===== src/rtl/tick_conditioner_if.sv =====
// Button-conditioner signal bundle: the raw button level going in and the
// conditioned tick / level / repeat-status coming out.
// The master drives the button; the slave is the conditioner.
interface tick_conditioner_if;
    logic btn_in;
    logic tick;
    logic pressed;
    logic repeating;

    modport master (
        output btn_in,
        input  tick,
        input  pressed,
        input  repeating
    );

    modport slave (
        input  btn_in,
        output tick,
        output pressed,
        output repeating
    );
endinterface


===== src/rtl/tick_conditioner.sv =====
// Push-button conditioner: 2-FF synchroniser -> debounce filter ->
// press-event detector -> optional auto-repeat state machine.
// Produces a clean one-cycle tick per accepted press (and per repeat while
// held), the debounced button level, and a repeat-active flag.
module tick_conditioner #(
    parameter int DEBOUNCE_CYCLES = 4,
    parameter bit REPEAT_EN       = 1'b1,
    parameter int REPEAT_DELAY    = 10,
    parameter int REPEAT_PERIOD   = 3
) (
    input  logic              clk,
    input  logic              rst,
    tick_conditioner_if.slave bus
);

    localparam int DB_W    = $clog2(DEBOUNCE_CYCLES + 1);
    localparam int RPT_MAX = (REPEAT_DELAY > REPEAT_PERIOD) ? REPEAT_DELAY : REPEAT_PERIOD;
    localparam int RPT_W   = $clog2(RPT_MAX + 1);

    localparam logic [DB_W-1:0]  DB_LAST     = DB_W'(DEBOUNCE_CYCLES - 1);
    localparam logic [RPT_W-1:0] DELAY_LAST  = RPT_W'(REPEAT_DELAY - 1);
    localparam logic [RPT_W-1:0] PERIOD_LAST = RPT_W'(REPEAT_PERIOD - 1);

    typedef enum logic [1:0] {
        IDLE   = 2'd0,
        DELAY  = 2'd1,
        REPEAT = 2'd2
    } state_t;

    // Synchroniser stages
    logic s1_q;
    logic s2_q;

    // Debounce filter
    logic            stable_q;
    logic            stable_d;
    logic [DB_W-1:0] db_cnt_q;
    logic [DB_W-1:0] db_cnt_d;
    logic            differ;
    logic            flip;
    logic            rise_evt;
    logic            fall_evt;

    // Press / repeat state machine
    state_t           state_q;
    logic [RPT_W-1:0] rpt_cnt_q;
    logic             tick_q;
    logic             repeating_q;

    // Two-flop synchroniser for the asynchronous button pin.
    always_ff @(posedge clk) begin
        if (rst) begin
            s1_q <= 1'b0;
            s2_q <= 1'b0;
        end else begin
            s1_q <= bus.btn_in;
            s2_q <= s1_q;
        end
    end

    // Debounce next-state: count consecutive disagreeing cycles, flip the
    // stable level on the last one. The flip strobe doubles as the edge event
    // for the state machine so the tick lands on the same edge as pressed.
    always_comb begin
        differ   = (s2_q != stable_q);
        flip     = differ && (db_cnt_q == DB_LAST);
        rise_evt = flip && s2_q;
        fall_evt = flip && !s2_q;
        stable_d = stable_q;
        db_cnt_d = '0;
        if (flip) begin
            stable_d = s2_q;
            db_cnt_d = '0;
        end else if (differ) begin
            db_cnt_d = db_cnt_q + DB_W'(1);
        end
    end

    // Debounce state registers.
    always_ff @(posedge clk) begin
        if (rst) begin
            stable_q <= 1'b0;
            db_cnt_q <= '0;
        end else begin
            stable_q <= stable_d;
            db_cnt_q <= db_cnt_d;
        end
    end

    // Press/auto-repeat FSM with registered tick and repeating outputs.
    // A tick is only issued when the previous cycle had none, so even with
    // 1-cycle delay/period settings ticks are never back to back.
    always_ff @(posedge clk) begin
        if (rst) begin
            state_q     <= IDLE;
            rpt_cnt_q   <= '0;
            tick_q      <= 1'b0;
            repeating_q <= 1'b0;
        end else begin
            tick_q <= 1'b0;
            unique case (state_q)
                IDLE: begin
                    repeating_q <= 1'b0;
                    if (rise_evt) begin
                        tick_q    <= !tick_q;
                        rpt_cnt_q <= '0;
                        state_q   <= DELAY;
                    end
                end
                DELAY: begin
                    if (fall_evt) begin
                        // Release before the repeat delay expired: no tick.
                        state_q <= IDLE;
                    end else if (!REPEAT_EN) begin
                        // Single-shot mode: wait here for release, counter frozen.
                        rpt_cnt_q <= rpt_cnt_q;
                    end else if (rpt_cnt_q == DELAY_LAST) begin
                        tick_q      <= !tick_q;
                        rpt_cnt_q   <= '0;
                        state_q     <= REPEAT;
                        repeating_q <= 1'b1;
                    end else begin
                        rpt_cnt_q <= rpt_cnt_q + RPT_W'(1);
                    end
                end
                REPEAT: begin
                    if (fall_evt) begin
                        // Release wins over a coinciding period expiry.
                        state_q     <= IDLE;
                        repeating_q <= 1'b0;
                    end else if (rpt_cnt_q == PERIOD_LAST) begin
                        tick_q    <= !tick_q;
                        rpt_cnt_q <= '0;
                    end else begin
                        rpt_cnt_q <= rpt_cnt_q + RPT_W'(1);
                    end
                end
                default: begin
                    state_q     <= IDLE;
                    rpt_cnt_q   <= '0;
                    repeating_q <= 1'b0;
                end
            endcase
        end
    end

    assign bus.tick      = tick_q;
    assign bus.pressed   = stable_q;
    assign bus.repeating = repeating_q;

endmodule

===== src/flat_wrapper.sv =====
// flat-port wrapper written by rule: the top's interface ports become plain ports
module tick_conditioner_flat 
#(
    parameter int DEBOUNCE_CYCLES = 4,
    parameter bit REPEAT_EN       = 1'b1,
    parameter int REPEAT_DELAY    = 10,
    parameter int REPEAT_PERIOD   = 3
)
  (clk, rst, bus_btn_in, bus_tick, bus_pressed, bus_repeating);
  tick_conditioner_if bus_i ();
  input  logic clk;
  input  logic rst;
  input wire logic [$bits(bus_i.btn_in)-1:0] bus_btn_in;
  output wire logic [$bits(bus_i.tick)-1:0] bus_tick;
  output wire logic [$bits(bus_i.pressed)-1:0] bus_pressed;
  output wire logic [$bits(bus_i.repeating)-1:0] bus_repeating;
  assign bus_i.btn_in = bus_btn_in;
  assign bus_tick = bus_i.tick;
  assign bus_pressed = bus_i.pressed;
  assign bus_repeating = bus_i.repeating;
  tick_conditioner #(.DEBOUNCE_CYCLES(DEBOUNCE_CYCLES), .REPEAT_EN(REPEAT_EN), .REPEAT_DELAY(REPEAT_DELAY), .REPEAT_PERIOD(REPEAT_PERIOD)) u_core (.clk(clk), .rst(rst), .bus(bus_i));
endmodule

===== config.mk =====
export PLATFORM = sky130hd
export DESIGN_NAME = tick_conditioner_flat
export DESIGN_NICKNAME = d
export VERILOG_FILES = /design/src/rtl/tick_conditioner_if.sv /design/src/rtl/tick_conditioner.sv /design/src/flat_wrapper.sv
export SDC_FILE = /design/constraint.sdc
export NUM_CORES = 1
export LEC_CHECK = 0
export BUFFER_PORTS_ARGS = -buffer_cell sky130_fd_sc_hd__buf_2
export CAP_MARGIN = 20
export CORE_MARGIN = 4
export CORE_UTILIZATION = 35
export CTS_BUF_LIST = sky130_fd_sc_hd__clkbuf_8
export CTS_CLUSTER_DIAMETER = 200
export DETAILED_ROUTE_END_ITERATION = 10
export SYNTH_ARGS = -nofsm -noshare
export SYNTH_HDL_FRONTEND = slang
export SYNTH_SLANG_ARGS = --single-unit

===== constraint.sdc =====
create_clock -name clk -period 1.6 [get_ports clk]
set_input_delay 0.08 -clock clk [delete_from_list [all_inputs] [get_ports clk]]
set_output_delay 0.08 -clock clk [all_outputs]
set_load 0.005 [all_outputs]

* Word level (Yosys, flattened, before mapping)
Index checks and enable logic that the tools add are counted.
** Storage, ports and cells
- Logic and storage cells :: 54
- Register bits :: 14
- Output and inout port bits :: 3
** Cells by class
- Reductions and logical operators :: 10
- Bitwise logic cells :: 1
- $add $sub $neg :: 2
- Eq/ne operators :: 12
- Mux-type cells :: 21
** Operator list (count)
- 4-bit 2-to-1 mux :: 5
- 4-bit one-hot mux with 3 select lines :: 1
- 3-bit AND reduction :: 3
- 1-bit 2-to-1 mux :: 8
- 2-bit 2-to-1 mux :: 4
- 2-bit by 1-bit inequality test with 1-bit output, second input constant :: 3
- 2-bit one-hot mux with 3 select lines :: 1
- 4-bit by 1-bit adder with 4-bit output, second input constant :: 1
- 4-bit by 2-bit == test with 1-bit output, second input constant :: 1
- 4-bit == test, second input constant :: 1
- 2-bit inequality test, second input constant :: 2
- 3-bit by 1-bit adder with 3-bit output, second input constant :: 1
- 3-bit by 2-bit == test with 1-bit output, second input constant :: 1
- 1-bit logical AND :: 3
- 3-bit by 1-bit inequality test with 1-bit output, second input constant :: 1
- 1-bit one-hot mux with 3 select lines :: 1
- 3-bit OR reduction :: 1
- 2-bit by 1-bit == test with 1-bit output, second input constant :: 1
- 2-bit == test, second input constant :: 1
- 1-bit logical NOT :: 2
- 2-bit logical NOT :: 1
- 1-bit one-hot mux with 2 select lines :: 1
- 1-bit inequality test :: 1
- 1-bit inverter :: 1

* Depth between registers and ports, before layout
Gate-level depths: netlist (run 1).
- Word-level depth :: 5
- Mapped depth :: 7
- Gate-level depth less buffers :: 7

* Worst setup path before layout (run 1)
Ideal clock, no wire load.
- Path type :: flip-flop to flip-flop
- From :: register u_core.state_q[0]
- To :: register u_core.rpt_cnt_q[2]
- Data arrival time :: 1536 ps
- Path buffers :: 0
- Setup time :: 120 ps
- Slack :: -56 ps
- Cell stages (with the launch flop) :: 8
- Path through :: dfxtp_1 -> inv_1 -> ha_1 -> or2_4 -> a31oi_4 -> o21a_4 -> o32ai_1 -> or2_1
** Between the ends
- Word-level cells in the longest chain between the ends :: 3
- Elaborated cells on any way between the ends :: 8
** RTL lines
- start: declaration :: line tick_conditioner.sv:45 : state_t state_q;
- start signal: assignment :: line tick_conditioner.sv:95 : state_q <= IDLE;
- start signal: assignment :: line tick_conditioner.sv:107 : state_q <= DELAY;
- start signal: assignment :: line tick_conditioner.sv:113 : state_q <= IDLE;
- 2-bit == test, or another cell as far along :: line tick_conditioner.sv:101 : unique case (state_q)
- 2-bit inequality test (no line) / 2-bit by 1-bit inequality test with 1-bit output (equally long branches)
- 3-bit AND reduction (no line)
- end signal: assignment :: line tick_conditioner.sv:116 : rpt_cnt_q <= rpt_cnt_q;
- end signal: assignment :: line tick_conditioner.sv:123 : rpt_cnt_q <= rpt_cnt_q + RPT_W'(1);
- end signal: assignment :: line tick_conditioner.sv:135 : rpt_cnt_q <= rpt_cnt_q + RPT_W'(1);
- end: declaration :: line tick_conditioner.sv:46 : logic [RPT_W-1:0] rpt_cnt_q;
Several ways; a longest one is shown, not always the timed one.
A chain may end at the register's enable or synchronous reset.

* Worst setup path after layout (run 1)
Same ends and word-level chain as after synthesis.

==> results of run 1 <==
## metal layers
| metal | vias up | GRT usage, % | part of all wire (%) |
|---|---|---|---|
| met4 | 0 | 4.97 | 1.3 |
| met1 | 339 | 14.5 | 49 |
| li1 | 375 | - | - |
| met2 | 15 | 17.3 | 45 |
| met5 | - | 0 | 0 |
| met3 | 4 | 4.07 | 4.3 |
## power groups by stage
stage                     clock, mW  sequential, mW  combinational, mW
after floorplan                   0           0.360             0.0179
after global placement            0           0.362             0.0222
after detailed placement          0           0.362             0.0227
after CTS                     0.368           0.352             0.0228
after global routing          0.383           0.353             0.0266
final                         0.350           0.353             0.0233
## cell families (layout without fill, tap and decap cells)
group / after synthesis / after routing
buffers and inverters: 12 / 27
xor gates and xnor gates: 1 / 1
AOI/OAI and AO/OA: 30 / 30
adders and majority gates: 6 / 6
muxes: 1 / 1
and+or+nand+nor: 33 / 33
DFF: 14 / 14
## path summary, 6_finish.rpt
path	start	endpoint	depth (start not counted)
worst max-delay path	u_core.state_q[0]	u_core.rpt_cnt_q[2]	7
worst min register to register	u_core.db_cnt_q[0]	u_core.db_cnt_q[0]	1
worst max register to register	u_core.state_q[0]	u_core.rpt_cnt_q[2]	7
worst min-delay path	bus_btn_in	u_core.s1_q	2
## area by class of cell
cell class	count	area share, %
well taps	28	3.28
flip-flops and latches	14	26.8
multi-input cells	71	52.2
repair buffers	16	10.1
clock buffers	4	5.15
inverters	7	2.46
## synth_stat cells, types with 2 or more instances
cell type	n
a21oi_1	7
clkbuf_2	2
dfxtp_1	14
ha_1	6
inv_1	7
nand2_1	7
nand2b_1	4
nand3b_1	2
nor2_1	5
nor2b_1	3
o21ai_0	7
o31ai_1	2
## through the flow
step                instances  power, mW  cell area, µm²  setup WS [ns]
finish                    140      0.726            1070         0.0320
detailed placement        136      0.384             983        -0.0383
CTS                       140      0.743            1050        0.00319
global placement          136      0.384             983        -0.0129
global route              140      0.763            1070        -0.0243
floorplan                  97      0.378             875         0.0109
## state kept, by name (all words and copies together) (netlist names)
name                  count
u_core.bus.tick           1
u_core.state_q            2
u_core.db_cnt_q           3
u_core.s2_q               1
u_core.rpt_cnt_q          4
u_core.s1_q               1
u_core.bus.pressed        1
u_core.bus.repeating      1
## repair_timing
item | CTS | global route
gates resized for setup | 5 | 8
setup endpoints to repair | 2 | 3
pin swaps | 4 | 3
buffers inserted | 1 | 0
## placed cells by master (no fill, tap or decap), types with 3 or more instances in the layout
cell,instances
a21oi_1,7
buf_2,5
buf_4,11
clkbuf_8,4
dfxtp_1,11
ha_1,3
inv_1,5
nand2_1,7
nand2b_1,4
nor2_1,5
nor2b_1,3
o21ai_0,4
==> summary.txt, run 1 <==
status - finished clean
nets - 122
root buffer cell - clkbuf_8
critical setup path kind - reg2reg
Post-Synth XOR/XNOR Area - 1.02%
Clock Path Buffers - 2
Max Clock Freq - 0.638 GHz
Yosys warnings - 0
mux cell area share after synthesis - 1.17%
share of layout cells above drive strength 1 - 34.8%
setup TNS - 0 ns
switching pwr - 0.146 mW
Routed WL per cell - 12.3 µm
Synth area leader - dfxtp_1
Core Util, Final - 46.9%
area of the multi-input gates - 558 µm²
initial antenna violation count - 0
DPL Wire Length - 1.29 mm
Die H - 57.5 µm
Post-Synth Adder-Cell Area - 8.75%
Post-route DRC - 0
Mapped Cells - 97
Sw Share - 20.1%
Max FO, Critical Path - 5
die area - 0.00331 mm²
Post-CTS Hold Buffers - 0
P_int - 0.580 mW
CP bufs+invs - 1
Synth Area in Compound Gates - 26.8%
period utilization - 98.0%
max incr delay on CP - 0.35 ns
critical path cell sequence - inv_2 > ha_4 > or2_4 > a31oi_4 > o21a_4 > o32ai_1 > or2_1
Net Count, Synth - 106
Hold Vio Cnt, Final - 0
num ports - 6
DIE WIDTH - 57.5 µm
Post-synth ARST share - 0%
number of max-cap violations - 0
vias - 733
slew at the pin with the worst max-slew slack - 0.423 ns
Reg power frac - 48.6%
Starting Density - 37.7%
Routed WL - 1.73 mm
register area share after synthesis - 32.7%
startpoint types - flop
# rows - 17
Post-Synth Simple-Gate Area - 22.6%
largest net degree at the start of global routing - 14
vias in the first global route - 661
Hold Crit Class - in2reg
total grt overflow - 0
P_leak - 0.397 nW
number of synthesized register bits - 14
combinational share of power - 3.2%
GP Congestion - 0.855
largest family of logic cells by synthesized area - compound AO/OA/AOI/OAI gates
vias per cell - 5.24
relative slew slack - 71.8%
slowest CP cell - dfxtp_2
core footprint - 0.00228 mm²
post-layout min period - 1.57 ns
top_reg_cell synth - dfxtp_1
family with the most delay on the worst path - simple AND/OR/NAND/NOR gates
PD cells - 679 mW/mm²
top cells by area, synth - dfxtp_1, ha_1, a21oi_1
cts bufs inserted - 3
wire length of the first global-routing pass - 2.91 mm
Post-Syn Area - 858 µm²
Routed Antenna Nets - 0
Worst Clk Skew - 0.00729 ns
Area Growth Syn to Fin - 24.5%
Crit path required time - 1.73 ns
Clock Power Share - 48.2%
Iteration-0 DRC Markers - 8
clock-pin transition on the worst setup and hold timing paths - 0.06 ns
max-slew violations - 0
Clock Latency Late Sink - 0.25 ns
GR Util All Layers - 11.4%
fillers - 224
Avg Inst Size Synth - 8.85 µm²
CP endpoint kind - flop
CP arrival - 1.70 ns
PortBufs - 5
FF/Latch Area - 287 µm²
Post-synth EDFFs - 0
drt pass-1 iters - 4
Peak VDD IR - 0.424 mV
final setup violation count - 0
top-area cell type share of the netlist area - 32.7%
CTS tree - built
H-tree levels - 1
Ant. Diodes - 0
worst-case hold slack - 0.0451 ns
RSZ-0062 raised after global routing - yes
Sink Count - 14
Yosys cell types - 43
slack of the worst reg-to-reg path - 0.03 ns
No activity file was read; power rests on OpenSTA's default activity.
==> run 2: changes to the inputs <==
ABC_CLOCK_PERIOD_IN_PS = 1600   (was unset)
CORE_ASPECT_RATIO = 0.8   (was unset)
==> run 2 against run 1 <==
  * Sequential cell count did not move
  * First-iteration DRC count increased to 3.5 times the previous value
  * Cell count decreased by 0.71%
  * Largest power group unchanged
==> summary.txt, run 2 (same netlist as run 1, synthesis figures left out) <==
num ports - 6
Crit path required time - 1.74 ns
combinational share of power - 2.8%
Starting Density - 38.1%
hold_sp - bus_btn_in
final setup violation count - 0
Largest Register - u_core.rpt_cnt_q
Area Growth Syn to Fin - 25.5%
startpoint types - flop
share of layout cells above drive strength 1 - 35.1%
Sw Share - 20.2%
vias per cell - 5.32
Sink Count - 14
Post-route DRC - 0
setup TNS - 0 ns
die area - 0.00331 mm²
Largest regs - u_core.rpt_cnt_q: 4 flops, u_core.db_cnt_q: 3 flops, u_core.state_q: 2 flops
Routed Antenna Nets - 0
fillers - 233
GP Congestion - 0.796
Hold Crit Class - in2reg
CTS tree - built
Iteration-0 DRC Markers - 28
wire length of the first global-routing pass - 3.16 mm
Peak VDD IR - 0.439 mV
Routed WL per cell - 13.2 µm
# rows - 15
DIE WIDTH - 63.4 µm
status - finished clean
commonest non-fill, non-tap cells in the layout - buf_4, dfxtp_1, nand2_1, a21oi_1
Routed WL - 1.84 mm
slew at the pin with the worst max-slew slack - 0.411 ns
clock-pin transition on the worst setup and hold timing paths - 0.06 ns
initial antenna violation count - 0
max-slew violations - 0
Max Clock Freq - 0.631 GHz
drt pass-1 iters - 4
GR Util All Layers - 12.4%
nets - 124
Clock Latency Late Sink - 0.25 ns
Max FO, Critical Path - 5
total grt overflow - 0
P_int - 0.578 mW
Worst Setup SP - u_core.state_q[0]
DPL Wire Length - 1.37 mm
CP arrival - 1.72 ns
post-layout min period - 1.59 ns
commonest non-fill, non-tap cell in the layout - buf_4
Die H - 52.3 µm
final non-filler cell total - 139
RSZ-0062 raised after global routing - yes
max reg flops - 4
Clock Path Buffers - 2
Ant. Diodes - 0
root buffer cell - clkbuf_8
critical setup path kind - reg2reg
cts bufs inserted - 3
vias - 740
core footprint - 0.00225 mm²
Hold Vio Cnt, Final - 0
PD cells - 673 mW/mm²
r2r startpoint - u_core.state_q[0]
largest net degree at the start of global routing - 14
PortBufs - 5
vias in the first global route - 690
Reg power frac - 48.8%
period utilization - 99.1%
switching pwr - 0.147 mW
number of max-cap violations - 0
Cells after DPL - 134
H-tree levels - 1
CP endpoint kind - flop
P_leak - 0.404 nW
relative slew slack - 72.5%
Clock Power Share - 48.4%
Worst Clk Skew - 0.00258 ns
[run 2: final timing paths]
kind / to / slack [ns] / depth (start not counted)
worst min register to register: u_core.bus.tick / 0.42 / 1
worst max-delay path: u_core.rpt_cnt_q[2] / 0.01 / 7
worst max register to register: u_core.rpt_cnt_q[2] / 0.01 / 7
worst min-delay path: u_core.s1_q / 0.04 / 2
[run 2: per-layer routing]
metal | vias to the layer above | GRT usage (%) | share of wire, %
li1 | 376 | - | -
met3 | 2 | 5.58 | 7.1
met2 | 23 | 18.9 | 41
met1 | 339 | 15.9 | 51
met5 | - | 0 | 0
met4 | 0 | 3.23 | 0.71
[run 2: what timing repair did]
| action | 4_1_cts | 5_1_grt |
|---|---|---|
| hold buffers | 0 | 0 |
| endpoints found under the setup margin | 4 | 5 |
| resized for setup | 6 | 6 |
| setup buffers | 0 | 1 |
| pin swaps | 3 | 3 |
[run 2: critical path, stage by stage, from the launching register on]
cell,delay (ns)
dfxtp_2,0.35
inv_2,0.06
ha_4,0.15
or2_4,0.26
a31oi_4,0.20
o21a_4,0.17
o32ai_1,0.07
or2_1,0.21
[run 2: cell type report]
| class | count | area [µm²] | area share, % |
|---|---|---|---|
| clock buffer | 4 | 55.1 | 5.11 |
| inverter | 7 | 26.3 | 2.44 |
| multi-input combinational | 71 | 557 | 51.7 |
| sequential | 14 | 285 | 26.5 |
| tap | 25 | 31.3 | 2.90 |
| timing repair buffer | 18 | 123 | 11.4 |
[run 2: through the flow]
stage	setup WS (ns)	hold slack (ns)	instance area (µm²)	power, mW	utilization, %
final	0.0140	0.0445	1080	0.725	47.8
after floorplan	0.0109	0.208	875	0.378	-
after global routing	-0.0507	0.0584	1080	0.763	47.8
after CTS	0.00442	0.0474	1060	0.739	46.9
after global placement	-0.0979	0.307	987	0.382	43.8
after detailed placement	-0.114	0.306	987	0.383	43.8
[run 2: power groups by stage]
stage	clock [mW]	sequential, mW	combinational, mW
2_1_floorplan	0	0.360	0.0179
3_3_place_gp	0	0.363	0.0197
3_5_place_dp	0	0.363	0.0201
4_1_cts	0.364	0.355	0.0206
5_1_grt	0.385	0.354	0.0236
6_report	0.351	0.354	0.0205
